$ cat config.mk
export PLATFORM = sky130hd
export DESIGN_NAME = mips_ctrl_fsm
export DESIGN_NICKNAME = d
export VERILOG_FILES = /design/src/rtl/mips_ctrl_fsm.sv
export SDC_FILE = /design/constraint.sdc
export NUM_CORES = 1
export LEC_CHECK = 0
export BUFFER_PORTS_ARGS = -buffer_cell sky130_fd_sc_hd__buf_2
export CORE_MARGIN = 4
export CORE_UTILIZATION = 42
export DETAILED_ROUTE_END_ITERATION = 8
export GPL_TIMING_DRIVEN = 0
export PLACE_DENSITY = 0.68
export SLEW_MARGIN = 5
export SYNTH_ARGS = -nofsm -noshare
export SYNTH_HDL_FRONTEND = slang
export SYNTH_SLANG_ARGS = --single-unit
$ cat constraint.sdc
create_clock -name clk -period 3.1 [get_ports clk]
set_input_delay 0.465 -clock clk [delete_from_list [all_inputs] [get_ports clk]]
set_output_delay 0.465 -clock clk [all_outputs]
set_load 0.01 [all_outputs]
$ cat src/rtl/mips_ctrl_fsm.sv
// Multicycle MIPS control unit: sequences FETCH/DECODE/EXEC/MEM/WB, drives
// every datapath select and enable, and guards memory waits with a watchdog.
// Optional feature macro: MIPS_CTRL_TRAP_EN (illegal opcode/funct halts the
// core and raises illegal_op; otherwise illegal encodings retire as NOPs).
module mips_ctrl_fsm #(
  parameter int unsigned MEM_WAIT_MAX = 15
) (
  input  logic       clk,
  input  logic       reset,
  input  logic [5:0] opcode,
  input  logic [5:0] funct,
  input  logic       zero,
  input  logic       mem_ready,
  output logic       ior,
  output logic       mem_read,
  output logic       mem_write,
  output logic       ir_write,
  output logic       reg_write,
  output logic       reg_dst,
  output logic       mem_to_reg,
  output logic       alu_src_a,
  output logic [1:0] alu_src_b,
  output logic       ext_sel,
  output logic [2:0] alu_ctl,
  output logic [1:0] pc_source,
  output logic       pc_en,
  output logic       instr_done,
  output logic       halted,
  output logic       mem_timeout,
  output logic       illegal_op
);

  typedef enum logic [3:0] {
    S_IDLE, S_FETCH, S_DECODE, S_R_EXEC, S_R_WB, S_MEM_ADDR, S_MEM_READ,
    S_MEM_WB, S_MEM_WRITE, S_BRANCH, S_JUMP, S_I_EXEC, S_I_WB, S_HALT
  } state_t;

  localparam logic [5:0] OP_RTYPE = 6'b000000;
  localparam logic [5:0] OP_LW    = 6'b100011;
  localparam logic [5:0] OP_SW    = 6'b101011;
  localparam logic [5:0] OP_BEQ   = 6'b000100;
  localparam logic [5:0] OP_J     = 6'b000010;
  localparam logic [5:0] OP_ADDI  = 6'b001000;
  localparam logic [5:0] OP_ANDI  = 6'b001100;
  localparam logic [5:0] OP_ORI   = 6'b001101;

  localparam logic [5:0] FN_ADD = 6'b100000;
  localparam logic [5:0] FN_SUB = 6'b100010;
  localparam logic [5:0] FN_AND = 6'b100100;
  localparam logic [5:0] FN_OR  = 6'b100101;
  localparam logic [5:0] FN_SLT = 6'b101010;

  localparam logic [2:0] ALU_ADD = 3'b010;
  localparam logic [2:0] ALU_SUB = 3'b110;
  localparam logic [2:0] ALU_AND = 3'b000;
  localparam logic [2:0] ALU_OR  = 3'b001;
  localparam logic [2:0] ALU_SLT = 3'b111;

  // Wait counter value seen in the last permitted cycle of a memory state.
  localparam logic [7:0] WAIT_LAST = 8'(MEM_WAIT_MAX - 1);

`ifdef MIPS_CTRL_TRAP_EN
  localparam state_t S_ILLEGAL_NEXT = S_HALT;
`else
  localparam state_t S_ILLEGAL_NEXT = S_FETCH;
`endif

  state_t     state_q, state_d;
  logic [7:0] wait_cnt_q, wait_cnt_d;
  logic       halted_q, halted_d;
  logic       mem_timeout_q, mem_timeout_d;
  logic       op_legal, fn_legal, is_mem_state, mem_expire;
  logic       pc_write, pc_write_cond;

  // Instruction legality and watchdog expiry for the current cycle.
  always_comb begin
    op_legal = opcode inside {OP_RTYPE, OP_LW, OP_SW, OP_BEQ, OP_J,
                              OP_ADDI, OP_ANDI, OP_ORI};
    fn_legal = funct inside {FN_ADD, FN_SUB, FN_AND, FN_OR, FN_SLT};
    is_mem_state = state_q inside {S_FETCH, S_MEM_READ, S_MEM_WRITE};
    mem_expire   = is_mem_state && !mem_ready && (wait_cnt_q == WAIT_LAST);
  end

  // Next-state selection.
  always_comb begin
    state_d = state_q;
    unique case (state_q)
      S_IDLE:      state_d = S_FETCH;
      S_FETCH:     if (mem_ready) state_d = S_DECODE;
                   else if (mem_expire) state_d = S_HALT;
      S_DECODE: begin
        unique case (opcode)
          OP_RTYPE:               state_d = S_R_EXEC;
          OP_LW, OP_SW:           state_d = S_MEM_ADDR;
          OP_BEQ:                 state_d = S_BRANCH;
          OP_J:                   state_d = S_JUMP;
          OP_ADDI, OP_ANDI, OP_ORI: state_d = S_I_EXEC;
          default:                state_d = S_ILLEGAL_NEXT;
        endcase
      end
      S_R_EXEC:    state_d = fn_legal ? S_R_WB : S_ILLEGAL_NEXT;
      S_R_WB:      state_d = S_FETCH;
      S_MEM_ADDR:  state_d = (opcode == OP_SW) ? S_MEM_WRITE : S_MEM_READ;
      S_MEM_READ:  if (mem_ready) state_d = S_MEM_WB;
                   else if (mem_expire) state_d = S_HALT;
      S_MEM_WB:    state_d = S_FETCH;
      S_MEM_WRITE: if (mem_ready) state_d = S_FETCH;
                   else if (mem_expire) state_d = S_HALT;
      S_BRANCH:    state_d = S_FETCH;
      S_JUMP:      state_d = S_FETCH;
      S_I_EXEC:    state_d = S_I_WB;
      S_I_WB:      state_d = S_FETCH;
      S_HALT:      state_d = S_HALT;
      default:     state_d = S_IDLE;
    endcase
  end

  // Datapath controls decoded from the state (ext_sel idles at sign-extend).
  always_comb begin
    ior           = 1'b0;
    mem_read      = 1'b0;
    mem_write     = 1'b0;
    ir_write      = 1'b0;
    reg_write     = 1'b0;
    reg_dst       = 1'b0;
    mem_to_reg    = 1'b0;
    alu_src_a     = 1'b0;
    alu_src_b     = 2'b00;
    ext_sel       = 1'b1;
    alu_ctl       = 3'b000;
    pc_source     = 2'b00;
    pc_write      = 1'b0;
    pc_write_cond = 1'b0;
    unique case (state_q)
      S_IDLE: ext_sel = 1'b0;
      S_FETCH: begin
        mem_read  = !mem_expire;
        alu_src_b = 2'b01;
        alu_ctl   = ALU_ADD;
        ir_write  = mem_ready;
        pc_write  = mem_ready;
      end
      S_DECODE: begin
        alu_src_b = 2'b11;
        alu_ctl   = ALU_ADD;
      end
      S_R_EXEC: begin
        alu_src_a = 1'b1;
        unique case (funct)
          FN_ADD:  alu_ctl = ALU_ADD;
          FN_SUB:  alu_ctl = ALU_SUB;
          FN_AND:  alu_ctl = ALU_AND;
          FN_OR:   alu_ctl = ALU_OR;
          FN_SLT:  alu_ctl = ALU_SLT;
          default: alu_ctl = 3'b000;
        endcase
      end
      S_R_WB: begin
        reg_dst   = 1'b1;
        reg_write = 1'b1;
      end
      S_MEM_ADDR: begin
        alu_src_a = 1'b1;
        alu_src_b = 2'b10;
        alu_ctl   = ALU_ADD;
      end
      S_MEM_READ: begin
        ior      = 1'b1;
        mem_read = !mem_expire;
      end
      S_MEM_WB: begin
        mem_to_reg = 1'b1;
        reg_write  = 1'b1;
      end
      S_MEM_WRITE: begin
        ior       = 1'b1;
        mem_write = !mem_expire;
      end
      S_BRANCH: begin
        alu_src_a     = 1'b1;
        alu_ctl       = ALU_SUB;
        pc_write_cond = 1'b1;
        pc_source     = 2'b01;
      end
      S_JUMP: begin
        pc_write  = 1'b1;
        pc_source = 2'b10;
      end
      S_I_EXEC: begin
        alu_src_a = 1'b1;
        alu_src_b = 2'b10;
        unique case (opcode)
          OP_ANDI: begin ext_sel = 1'b0; alu_ctl = ALU_AND; end
          OP_ORI:  begin ext_sel = 1'b0; alu_ctl = ALU_OR;  end
          default: alu_ctl = ALU_ADD;
        endcase
      end
      S_I_WB: reg_write = 1'b1;
      default: ;
    endcase
    pc_en      = pc_write | (pc_write_cond & zero);
    instr_done = (state_d == S_FETCH) && (state_q != S_IDLE) && (state_q != S_FETCH);
  end

  // Watchdog counter and sticky status flags, next values.
  always_comb begin
    if (state_d != state_q)
      wait_cnt_d = '0;
    else if (is_mem_state && !mem_ready)
      wait_cnt_d = wait_cnt_q + 8'd1;
    else
      wait_cnt_d = wait_cnt_q;
    halted_d      = halted_q | (state_d == S_HALT);
    mem_timeout_d = mem_timeout_q | mem_expire;
  end

  // State, watchdog and status registers.
  always_ff @(posedge clk or posedge reset) begin
    if (reset) begin
      state_q       <= S_IDLE;
      wait_cnt_q    <= '0;
      halted_q      <= 1'b0;
      mem_timeout_q <= 1'b0;
    end else begin
      state_q       <= state_d;
      wait_cnt_q    <= wait_cnt_d;
      halted_q      <= halted_d;
      mem_timeout_q <= mem_timeout_d;
    end
  end

  assign halted      = halted_q;
  assign mem_timeout = mem_timeout_q;

`ifdef MIPS_CTRL_TRAP_EN
  logic illegal_op_q, illegal_hit;

  // Flags a trap raised by an unknown opcode in DECODE or funct in R_EXEC.
  always_comb begin
    illegal_hit = ((state_q == S_DECODE) && !op_legal) ||
                  ((state_q == S_R_EXEC) && !fn_legal);
  end

  // Sticky illegal-instruction flag.
  always_ff @(posedge clk or posedge reset) begin
    if (reset) illegal_op_q <= 1'b0;
    else       illegal_op_q <= illegal_op_q | illegal_hit;
  end

  assign illegal_op = illegal_op_q;
`else
  assign illegal_op = 1'b0;
`endif

endmodule

# After elaboration in Yosys (flattened, before gate mapping)
# Cells that the tools add are included.
# op_classes
addsub,1
n_eq_ne,30
mux,27
n_bitwise,4
n_reduce_logical,22
# ops
op,n
6-bit == test (second input constant),7
4-bit case mux with 9 select lines,1
4-bit == test (second input constant),7
3-bit case mux with 4 select lines,2
4-bit 2-to-1 mux,5
4-bit case mux with 5 select lines,1
6-bit by 4-bit == test with 1-bit output (second input constant),3
4-bit by 3-bit == test with 1-bit output (second input constant),4
8-bit 2-to-1 mux,2
1-bit 2-to-1 mux,10
2-bit OR reduction,5
3-bit OR reduction,3
8-bit by 1-bit adder with 8-bit output (second input constant),1
4-bit by 1-bit == test with 1-bit output (second input constant),2
4-bit by 2-bit == test with 1-bit output (second input constant),2
8-bit by 4-bit == test with 1-bit output (second input constant),1
2-bit case mux with 2 select lines,2
6-bit by 2-bit == test with 1-bit output (second input constant),1
6-bit by 3-bit == test with 1-bit output (second input constant),1
6-bit zero test,1
2-bit case mux with 3 select lines,1
6-bit OR reduction,1
5-bit nonzero test,1
1-bit logical AND,4
other kinds (12),16
# totals
register_bits,14
inputBits,16
word_cells,88

# Longest topological paths before layout
# Gate-level depths: netlist (run 1).
# depth
word_depth,10
depth_mapped,8

# Worst setup path after synthesis (run 1)
# Ideal clock, no wire load.
# synth_path
path_kind,input to output
from,in funct[1]
to,out alu_ctl[0]
t_arrival_ps,1714
t_required_ps,2635
slack_ps,921
cell_stages,4
n_path_buf,0
path_cell_list,nor4bb_1 -> a31oi_1 -> or4b_2 -> a211oi_1
# synth_via
elab_chain_cells,3
word_cells_on_any_way,6
# synth_lines
element,line_no,source
"start, declared",11,"input logic [5:0] funct,"
6-bit == test,149,unique case (funct)
3-bit case mux with 4 select lines *,149,
3-bit case mux with 4 select lines *,134,unique case (state_q)
"end, declared",24,"output logic [2:0] alu_ctl,"
# Every way passes the cells marked *; elsewhere a longest branch is shown, timed or not.

# Final worst setup path (run 1)
# layout_path
from,reg wait_cnt_q[6]
to,out instr_done
# layout_via
elab_chain_cells,8
word_cells_on_any_way,10
# layout_lines
element,line_no,source
"start, declared",69,"logic [7:0] wait_cnt_q, wait_cnt_d;"
"start signal, assigned",226,wait_cnt_q <= wait_cnt_d;
8-bit by 4-bit == test with 1-bit output *,81,mem_expire = is_mem_state && !mem_ready && (wait_cnt_q == WAIT_LAST);
1-bit logical AND *,81,
4-bit 2-to-1 mux *,"90, 105, 108",
"4-bit 2-to-1 mux, on equally long branches","107, 104, 89",
4-bit case mux with 9 select lines *,87,unique case (state_q)
named net state_d[1],68,"state_t state_q, state_d;"
4-bit by 1-bit == test with 1-bit output *,202,instr_done = (state_d == S_FETCH) && (state_q != S_IDLE) && (state_q != S_FETCH);
1-bit logical AND * (2 in a row),202,
"end, declared",27,"output logic instr_done,"
# The timed path passes the listed nets; every way through them passes the cells marked *.

==> impl_results.md, run 1 <==
* Port Buffer Count at 35
* Largest family of logic cells by synthesized area: simple AND/OR/NAND/NOR gates
* CP startpoint: wait_cnt_q[6]
* Met3 WL at ~170 µm
* DRC viols at 0
* Post-route cell area at 1799 µm²
* Worst path cell trace: nor4_2 > nand3_1 > nor3_2 > o211ai_4 > nor2b_1 > nor4b_2 > buf_2
* H-tree depth at 1
* Setup crit end kind: output pin
* Crit path to: instr_done
* Critical path arrival at 2330 ps
* Global route total overflow at 0
* Clk slew on worst S/H paths at 90 ps
* Hold Fails Final Rpt at 0
* DP Area at 1763 µm²
* Vias at 1488
* HP Class: in2async
* Core box area at between 3000 and 4000 µm²
* Hold_buf cts at 0
* Slew headroom at 0.6151
* RSZ-0062 raised after global routing: false
* Crit-path max FO at 3
* Endpoints failing setup at 0
* Post-CTS Setup Bufs at 0
* Portion of netlist area occupied by mux cells at 0.02698
* Post-synth top flop: dfrtp_1
* Status: finished clean
* Initial antenna violation count at 0
* Mean Syn Cell Area at 8.316 µm²
* Pin count of the biggest net entering global routing at 15
* Yosys warning count at 0
* Post-layout power at 1.283 mW
* Met2 WL at 1.862 mm
* Ant. Diodes at 0
* Leak at 0.7682 nW
* Total Routed Length at ~4 mm
* Root cell of the clock tree: clkbuf_4
* Syn Inst Count at between 150 and 200
* DRT Pass-1 Iters at 4
* Clk_lat worst skew at 280 ps
* Worst hold slack at 196.9 ps
* Wire per inst at 14.62 µm
* Max-cap viol count at 0
* Post-synth EDFFs at 0
* P&R area growth vs syn at 17.58%
* Netlist cell types at 62
* Register-to-Register Path Depth at 6
* Critical path launch point type: register
* GPL Wtd Cong at roughly 0.88
* Via-per-instance ratio at ~5.5
* Final worst-path cycle share at 0.9031
* CP Depth at 7
* CTS tree: built
* Layout cells sized above 1 at 0.2825
* Synth Area in Simple Gates at 0.4039
* Worst R2R Start: wait_cnt_q[6]
* Worst EP required at 2630 ps
* Fin. max-slew vios at 0
* Family with the most delay on the worst path: simple AND/OR/NAND/NOR gates
* Mapped cell area at 1530 µm²
* Maximum VDD drop at 0.4664 mV
* Synth Register Bits at 14
* Io pins at 37
* Synth Area in Compound Gates at 0.1815
* DR top layer: met3
* Minimum clock period at 2800 ps
* Reg2Reg Setup Slack at 1000 ps
* FF-to-FF End: wait_cnt_q[0]
* Rows at 21
* Adder-Cell Fraction of Synth Area at 0.01635
* Pwr dens at between 700 and 800 nW/µm²
* Number of global-route vias before repair at 1359
* Setup TNS at 0 ps
* Nets at 242
* Post-Synth XOR/XNOR Area at 0.07277
* WS Path Type: reg2out
* Max stage delay on crit path at between 400 and 500 ps
* Slowest-stage cell, CP: dfrtp_1
* Post-CTS resize count at 0
* Antenna-violating nets left at 0
* Final core occ at 0.5267
* Initial Util at 0.4480
* Die X at just under 70 µm
* Post-synth ARST share at 1.000
* DIE AREA at 4673 µm²
* Critical path buffers and inverters at 1
* Tightest Pin Transition at 572.1 ps
* Mapped Nets at 202
* GRT Total Usage at 0.1772
* 1st-iter DRT viols at 73
* First-pass GRT wire length at 6.348 mm
* Skew final at 3.839 ps
* CTS Buf Count at 3
* Clk sinks at 14
* Sequential element share of the synthesized area at 0.2289
* Max clock buf depth at 2
* Die height at about 68 µm
* Fmax at 0.3572 GHz
* Placed wire-length estimate at between 3 and 4 mm
* WL met1 at 1.904 mm
sequential cells by signal, indices dropped and copies added (netlist names):
register / flops
halted: 1
mem_timeout: 1
state_q: 4
wait_cnt_q: 8
power breakdown:
part           total, mW  internal [mW]  switching (mW)
Sequential         0.236          0.211          0.0245
Combinational      0.914          0.385           0.529
Clock              0.134         0.0715          0.0621
Total               1.28          0.668           0.616
layout make-up:
class | instances | area, µm²
Tap cell | 46 | 57.56
Fill cell | 342 | 1617
Sequential cell | 14 | 350.3
Clock buffer | 4 | 36.28
Multi-Input combinational cell | 151 | 1077
Inverter | 5 | 18.77
Timing Repair Buffer | 35 | 175.2
Buffer | 14 | 83.83
cells in the mapped netlist, types with 3 or more instances:
| master | count | area (µm²) |
|---|---|---|
| a21o_1 | 4 | 30.03 |
| a21oi_1 | 7 | 35.03 |
| a31oi_1 | 6 | 37.54 |
| and2_1 | 3 | 18.77 |
| buf_2 | 4 | 20.02 |
| buf_6 | 3 | 33.78 |
| clkbuf_1 | 5 | 18.77 |
| dfrtp_1 | 14 | 350.3 |
| inv_1 | 5 | 18.77 |
| mux2i_1 | 3 | 30.03 |
| nand2_1 | 13 | 48.80 |
| nand2b_1 | 7 | 43.79 |
| nand3_1 | 3 | 15.01 |
| nand4_1 | 8 | 50.05 |
| nor2_1 | 12 | 45.04 |
| nor2b_1 | 5 | 31.28 |
| nor3_1 | 7 | 35.03 |
| nor3b_1 | 11 | 82.58 |
| nor4_1 | 3 | 18.77 |
| o21ai_0 | 7 | 35.03 |
| xnor2_1 | 4 | 35.03 |
| xor2_1 | 5 | 43.79 |
per-stage QoR:
stage                     instances  setup slack [ps]
after detailed placement        265             513.6
after CTS                       269             305.8
after global placement          265             514.0
final                           269             300.4
after floorplan                 184             921.0
after global routing            269             136.7
worst min-delay path by stage:
stage | depth (start not counted) | from | endpoint
2_1_floorplan | 1 | reset | halted
3_3_place_gp | 1 | mem_timeout | mem_timeout
3_5_place_dp | 1 | mem_timeout | mem_timeout
4_1_cts | 2 | reset | state_q[3]
5_1_grt | 2 | reset | state_q[2]
6_report | 2 | reset | state_q[2]
layout by cell type (no fill, tap or decap), types with 2 or more instances in the layout:
cell       n
a211oi_1   2
a21o_1     4
a21oi_1    7
a31oi_1    6
and2_1     3
buf_2     39
buf_6      3
clkbuf_1   5
clkbuf_4   3
dfrtp_1   14
ha_1       2
inv_1      5
mux2i_1    3
nand2_1   13
nand2b_1   7
nand3_1    3
nand3b_1   2
nand4_1    8
nor2_1    12
nor2b_1    5
nor3_1     7
nor3b_1   11
nor4_1     3
o21ai_0    7
or2_1      2
or3_1      2
xnor2_1    4
xor2_1     5
cell families (layout without fill, tap and decap cells):
family | count (synthesis) | in the layout
AO/OA/AOI/OAI | 39 | 39
buffers and inverters | 19 | 58
AND/OR/NAND/NOR | 94 | 94
other | 1 | 1
multiplexers | 4 | 4
flip-flops | 14 | 14
adder cells (fa/ha/maj) | 2 | 2
XOR/XNOR | 11 | 11
per-layer routing:
| layer | vias to the layer above | track usage |
|---|---|---|
| met1 | 701 | 0.2597 |
| met3 | 0 | 0.01478 |
| li1 | 748 | - |
| met4 | 0 | 0.03970 |
| met2 | 39 | 0.2804 |
| met5 | - | 0 |
(Power assumes the default switching activity.)
==> run 2, diff against run 1 <==
- BUFFER_PORTS_ARGS: -buffer_cell sky130_fd_sc_hd__buf_2 -> not set
- DONT_BUFFER_PORTS: not set -> 1
- PLACE_DENSITY: 0.68 -> 0.59
- SKIP_LAST_GASP: not set -> 1
==> impl_results.md, run 2 (same netlist as run 1, synthesis figures left out) <==
* Status: finished clean
* Maximum VDD drop at 0.2510 mV
* Setup crit end kind: output pin
* Worst path cell trace: nor4_2 > nand3_1 > nor3_2 > o211ai_4 > nor2b_1 > nor4b_2
* DIE AREA at 4673 µm²
* Max-cap viol count at 0
* Post-CTS Setup Bufs at 0
* Critical path arrival at 2290 ps
* CTS Buf Count at 3
* Top flop regs: wait_cnt_q: 8 flops, state_q: 4 flops
* Post-route cell area at 1624 µm²
* Port Buffer Count at 0
* Io pins at 37
* DRC viols at 0
* Die X at 68.36 µm
* Rows at 21
* Clk slew on worst S/H paths at around 80 ps
* Root cell of the clock tree: clkbuf_4
* H-tree depth at 1
* Worst hold slack at 94.62 ps
* Hold Fails Final Rpt at 0
* Layout cells sized above 1 at 0.1489
* Total Routed Length at about 4 mm
* CTS tree: built
* Initial Util at 0.4480
* Leak at 0.6087 nW
* Most frequent cells in the layout: dfrtp_1 (14), nand2_1 (13), nor2_1 (12)
* Die height at 68.36 µm
* Clk_lat worst skew at ~280 ps
* DP Area at 1588 µm²
* Slew headroom at 0.5567
* Post-CTS resize count at 0
* Final core occ at 0.4755
* Clk sinks at 14
* Pwr dens at 736.3 nW/µm²
* Wire per inst at between 15 and 20 µm
* Fmax at 0.3628 GHz
* RSZ-0062 raised after global routing: false
* Max clock buf depth at 2
* Setup TNS at 0 ps
* Critical path launch point type: register
* Crit-path max FO at 3
* Ant. Diodes at 0
* Number of global-route vias before repair at 1352
* Commonest non-fill, non-tap cell in the layout: dfrtp_1
* Max reg flops at 8
* GRT Total Usage at 0.1856
* Tightest Pin Transition at 658.9 ps
* Max stage delay on crit path at roughly 440 ps
* Antenna-violating nets left at 0
* Minimum clock period at 2756 ps
* Pin count of the biggest net entering global routing at 15
* Vias at roughly 1.4k
* Reg with most FFs: wait_cnt_q
* Final Non-Filler Cells at 234
* First-pass GRT wire length at 6.561 mm
* P&R area growth vs syn at 6.133%
* Endpoints failing setup at 0
* Nets at 207
* WS Path Type: reg2out
* HP Class: in2async
* Placed wire-length estimate at 3.119 mm
* Core box area at 3416 µm²
* Via-per-instance ratio at 6.085
* Final worst-path cycle share at 0.8891
* Hold_buf cts at 0
* Global route total overflow at 0
* Slowest-stage cell, CP: dfrtp_1
* Fin. max-slew vios at 0
* Initial antenna violation count at 0
* 1st-iter DRT viols at 122
* Fill count at approximately 350
* Skew final at 6.792 ps
* DRT Pass-1 Iters at 4
* Dpl cells at between 200 and 250
* GPL Wtd Cong at 0.8581
* Worst EP required at 2630 ps
[run 2: cell types whose count changed in the layout (fill, tap and decap cells not counted), sizes merged]
cell / before / now
buf: 44 / 9
[run 2: where the power goes]
| group | internal (mW) | switching [mW] |
|---|---|---|
| Clock | 0.0715 | 0.0572 |
| Sequential | 0.211 | 0.0285 |
| Combinational | 0.325 | 0.502 |
[run 2: final timing paths]
| path | start | endpoint | slack [ps] | depth (start not counted) |
|---|---|---|---|---|
| max | wait_cnt_q[6] | instr_done | 340 | 6 |
| min | reset | wait_cnt_q[5] | 90 | 1 |
| max reg2reg | wait_cnt_q[6] | wait_cnt_q[0] | 920 | 6 |
| min reg2reg | halted | halted | 540 | 1 |
| max in group asynchronous | reset | wait_cnt_q[0] | 2660 | 1 |
| min in group clk | opcode[5] | state_q[1] | 520 | 3 |
[run 2: worst max-delay path: cells and delay by family, from the launching register on]
family,cells,cell delay [ps]
AOI/OAI and AO/OA,1,150
DFF,1,440
and+or+nand+nor,5,1430
[run 2: metal layers]
| metal | up-vias | wire length [µm] | GRT usage |
|---|---|---|---|
| met1 | 685 | 1777 | 0.2485 |
| met2 | 52 | 1890 | 0.3081 |
| met3 | 4 | 310 | 0.05090 |
| li1 | 683 | - | - |
| met5 | - | 0 | 0 |
| met4 | 0 | 26 | 0.01737 |
[run 2: final cells by class]
| class | instances | area (µm²) | share of cell area |
|---|---|---|---|
| inverters | 5 | 18.77 | 0.01156 |
| plain buffers | 14 | 83.83 | 0.05162 |
| flip-flops and latches | 14 | 350.3 | 0.2157 |
| well taps | 46 | 57.56 | 0.03544 |
| clock buffers | 4 | 36.28 | 0.02234 |
| multi-input cells | 151 | 1077 | 0.6633 |
[run 2: metrics by stage]
stage / setup WS, ps / total power [mW]
after global placement: 651.8 / 1.053
after detailed placement: 667.1 / 1.074
after CTS: 345.6 / 1.203
after floorplan: 921.0 / 0.9064
final: 343.7 / 1.196
after global routing: 179.5 / 1.295
==> run 3, diff against run 2 <==
- CORE_MARGIN: 4 -> 2
==> impl_results.md, run 3 (same netlist as run 1, synthesis figures left out) <==
* Final setup margin at about 330 ps
* CTS Buf Count at 3
* HP Class: in2async
* Critical path launch point type: register
* Fill count at 351
* Status: finished clean
* Fin. max-slew vios at 0
* Post-CTS resize count at 0
* Endpoints failing setup at 0
* Clk slew on worst S/H paths at 80 ps
* DP Area at 1588 µm²
* Via-per-instance ratio at 6.155
* Post-route cell area at 1610 µm²
* Vias at 1434
* Initial Util at 0.4480
* Root cell of the clock tree: clkbuf_4
* Commonest non-fill, non-tap cell in the layout: dfrtp_1
* Max clock buf depth at 2
* Clk sinks at 14
* Slew headroom at 0.6499
* Die height at 64.36 µm
* Wire per inst at 16.32 µm
* Hold Fails Final Rpt at 0
* CTS tree: built
* Clk_lat worst skew at between 200 and 300 ps
* Minimum clock period at approximately 2800 ps
* H-tree depth at 1
* Slowest-stage cell, CP: dfrtp_1
* Register-to-Register Path Depth at 6
* GRT Total Usage at 0.1904
* RSZ-0062 raised after global routing: false
* Tightest Pin Transition at 520.4 ps
* Number of global-route vias before repair at 1310
* Max reg flops at 8
* Maximum VDD drop at between 0.2 and 0.3 mV
* Fmax at between 0.3 and 0.4 GHz
* P&R area growth vs syn at 5.233%
* Die X at approximately 64 µm
* Leak at approximately 0.60 nW
* GPL Wtd Cong at roughly 0.87
* WS Path Type: reg2out
* Port Buffer Count at 0
* Layout cells sized above 1 at 0.1444
* Nets at 207
* Setup TNS at 0 ps
* FF-to-FF End: wait_cnt_q[3]
* Worst R2R Start: wait_cnt_q[6]
* Io pins at 37
* Final Non-Filler Cells at 233
* Critical path arrival at about 2300 ps
* Final worst-path cycle share at 0.8930
* Worst path cell trace: nor4_2 > nand3_1 > nor3_2 > o211ai_4 > nor2b_1 > nor4b_2
* Initial antenna violation count at 0
* Hold_buf cts at 0
* Final core occ at 0.4714
* DRT Pass-1 Iters at 4
* Setup crit end kind: output pin
* Pre-CTS setup slack at 642.9 ps
* Pwr dens at just over 700 nW/µm²
* Placed wire-length estimate at 2.993 mm
* Max stage delay on crit path at 420 ps
* Most frequent cells in the layout: dfrtp_1 (14), nand2_1 (13), nor2_1 (12)
* Total Routed Length at 3.803 mm
* DRC viols at 0
* DIE AREA at about 4100 µm²
* Max-cap viol count at 0
* 1st-iter DRT viols at 144
* Rows at 21
* Reg with most FFs: wait_cnt_q
* Ant. Diodes at 0
* Dpl cells at 230
* First-pass GRT wire length at 6.230 mm
* Critical path buffers and inverters at 0
* Crit-path max FO at 3
* Reg2Reg Setup Slack at 940 ps
* Core box area at 3416 µm²
* Family with the most delay on the worst path: simple AND/OR/NAND/NOR gates
* Antenna-violating nets left at 0
* Pin count of the biggest net entering global routing at 15
* Global route total overflow at 0
* Worst EP required at 2630 ps
* Top flop regs: wait_cnt_q: 8 flops, state_q: 4 flops
* Skew final at 3.027 ps
* Post-CTS Setup Bufs at 0
## run 3: report_power, final
group	internal (mW)	total (mW)	switching (mW)	leakage [nW]
registers	0.211	0.240	0.0291	0.188
clock network	0.0450	0.0978	0.0528	0.0138
logic	0.325	0.825	0.500	0.399
## run 3: per-layer routing
metal / vias up / GRT usage / wire length [µm]
met5: - / 0 / 0
li1: 684 / - / -
met2: 47 / 0.3268 / 1902
met4: 0 / 0.02926 / 17
met1: 699 / 0.2516 / 1652
met3: 4 / 0.03873 / 231
## run 3: worst max path at each step
stage,from,endpoint,slack [ps],depth (start not counted)
2_1_floorplan,funct[1],alu_ctl[0],920,4
3_3_place_gp,wait_cnt_q[6],instr_done,680,6
3_5_place_dp,wait_cnt_q[6],instr_done,640,6
4_1_cts,wait_cnt_q[6],instr_done,320,6
5_1_grt,wait_cnt_q[6],instr_done,210,6
6_report,wait_cnt_q[6],instr_done,330,6
## run 3: cell type report
class	count	area, µm²	share of cell area
clock buffers	3	22.52	0.01399
inverters	5	18.77	0.01166
plain buffers	14	83.83	0.05206
multi-input cells	151	1077	0.6690
flip-flops and latches	14	350.3	0.2176
well taps	46	57.56	0.03574
## run 3: stage by stage
stage	hold slack, ps	total power, mW
finish	103.4	1.163
global route	154.7	1.256
CTS	117.8	1.167
detailed placement	417.4	1.064
global placement	413.2	1.055
floorplan	354.2	0.9064
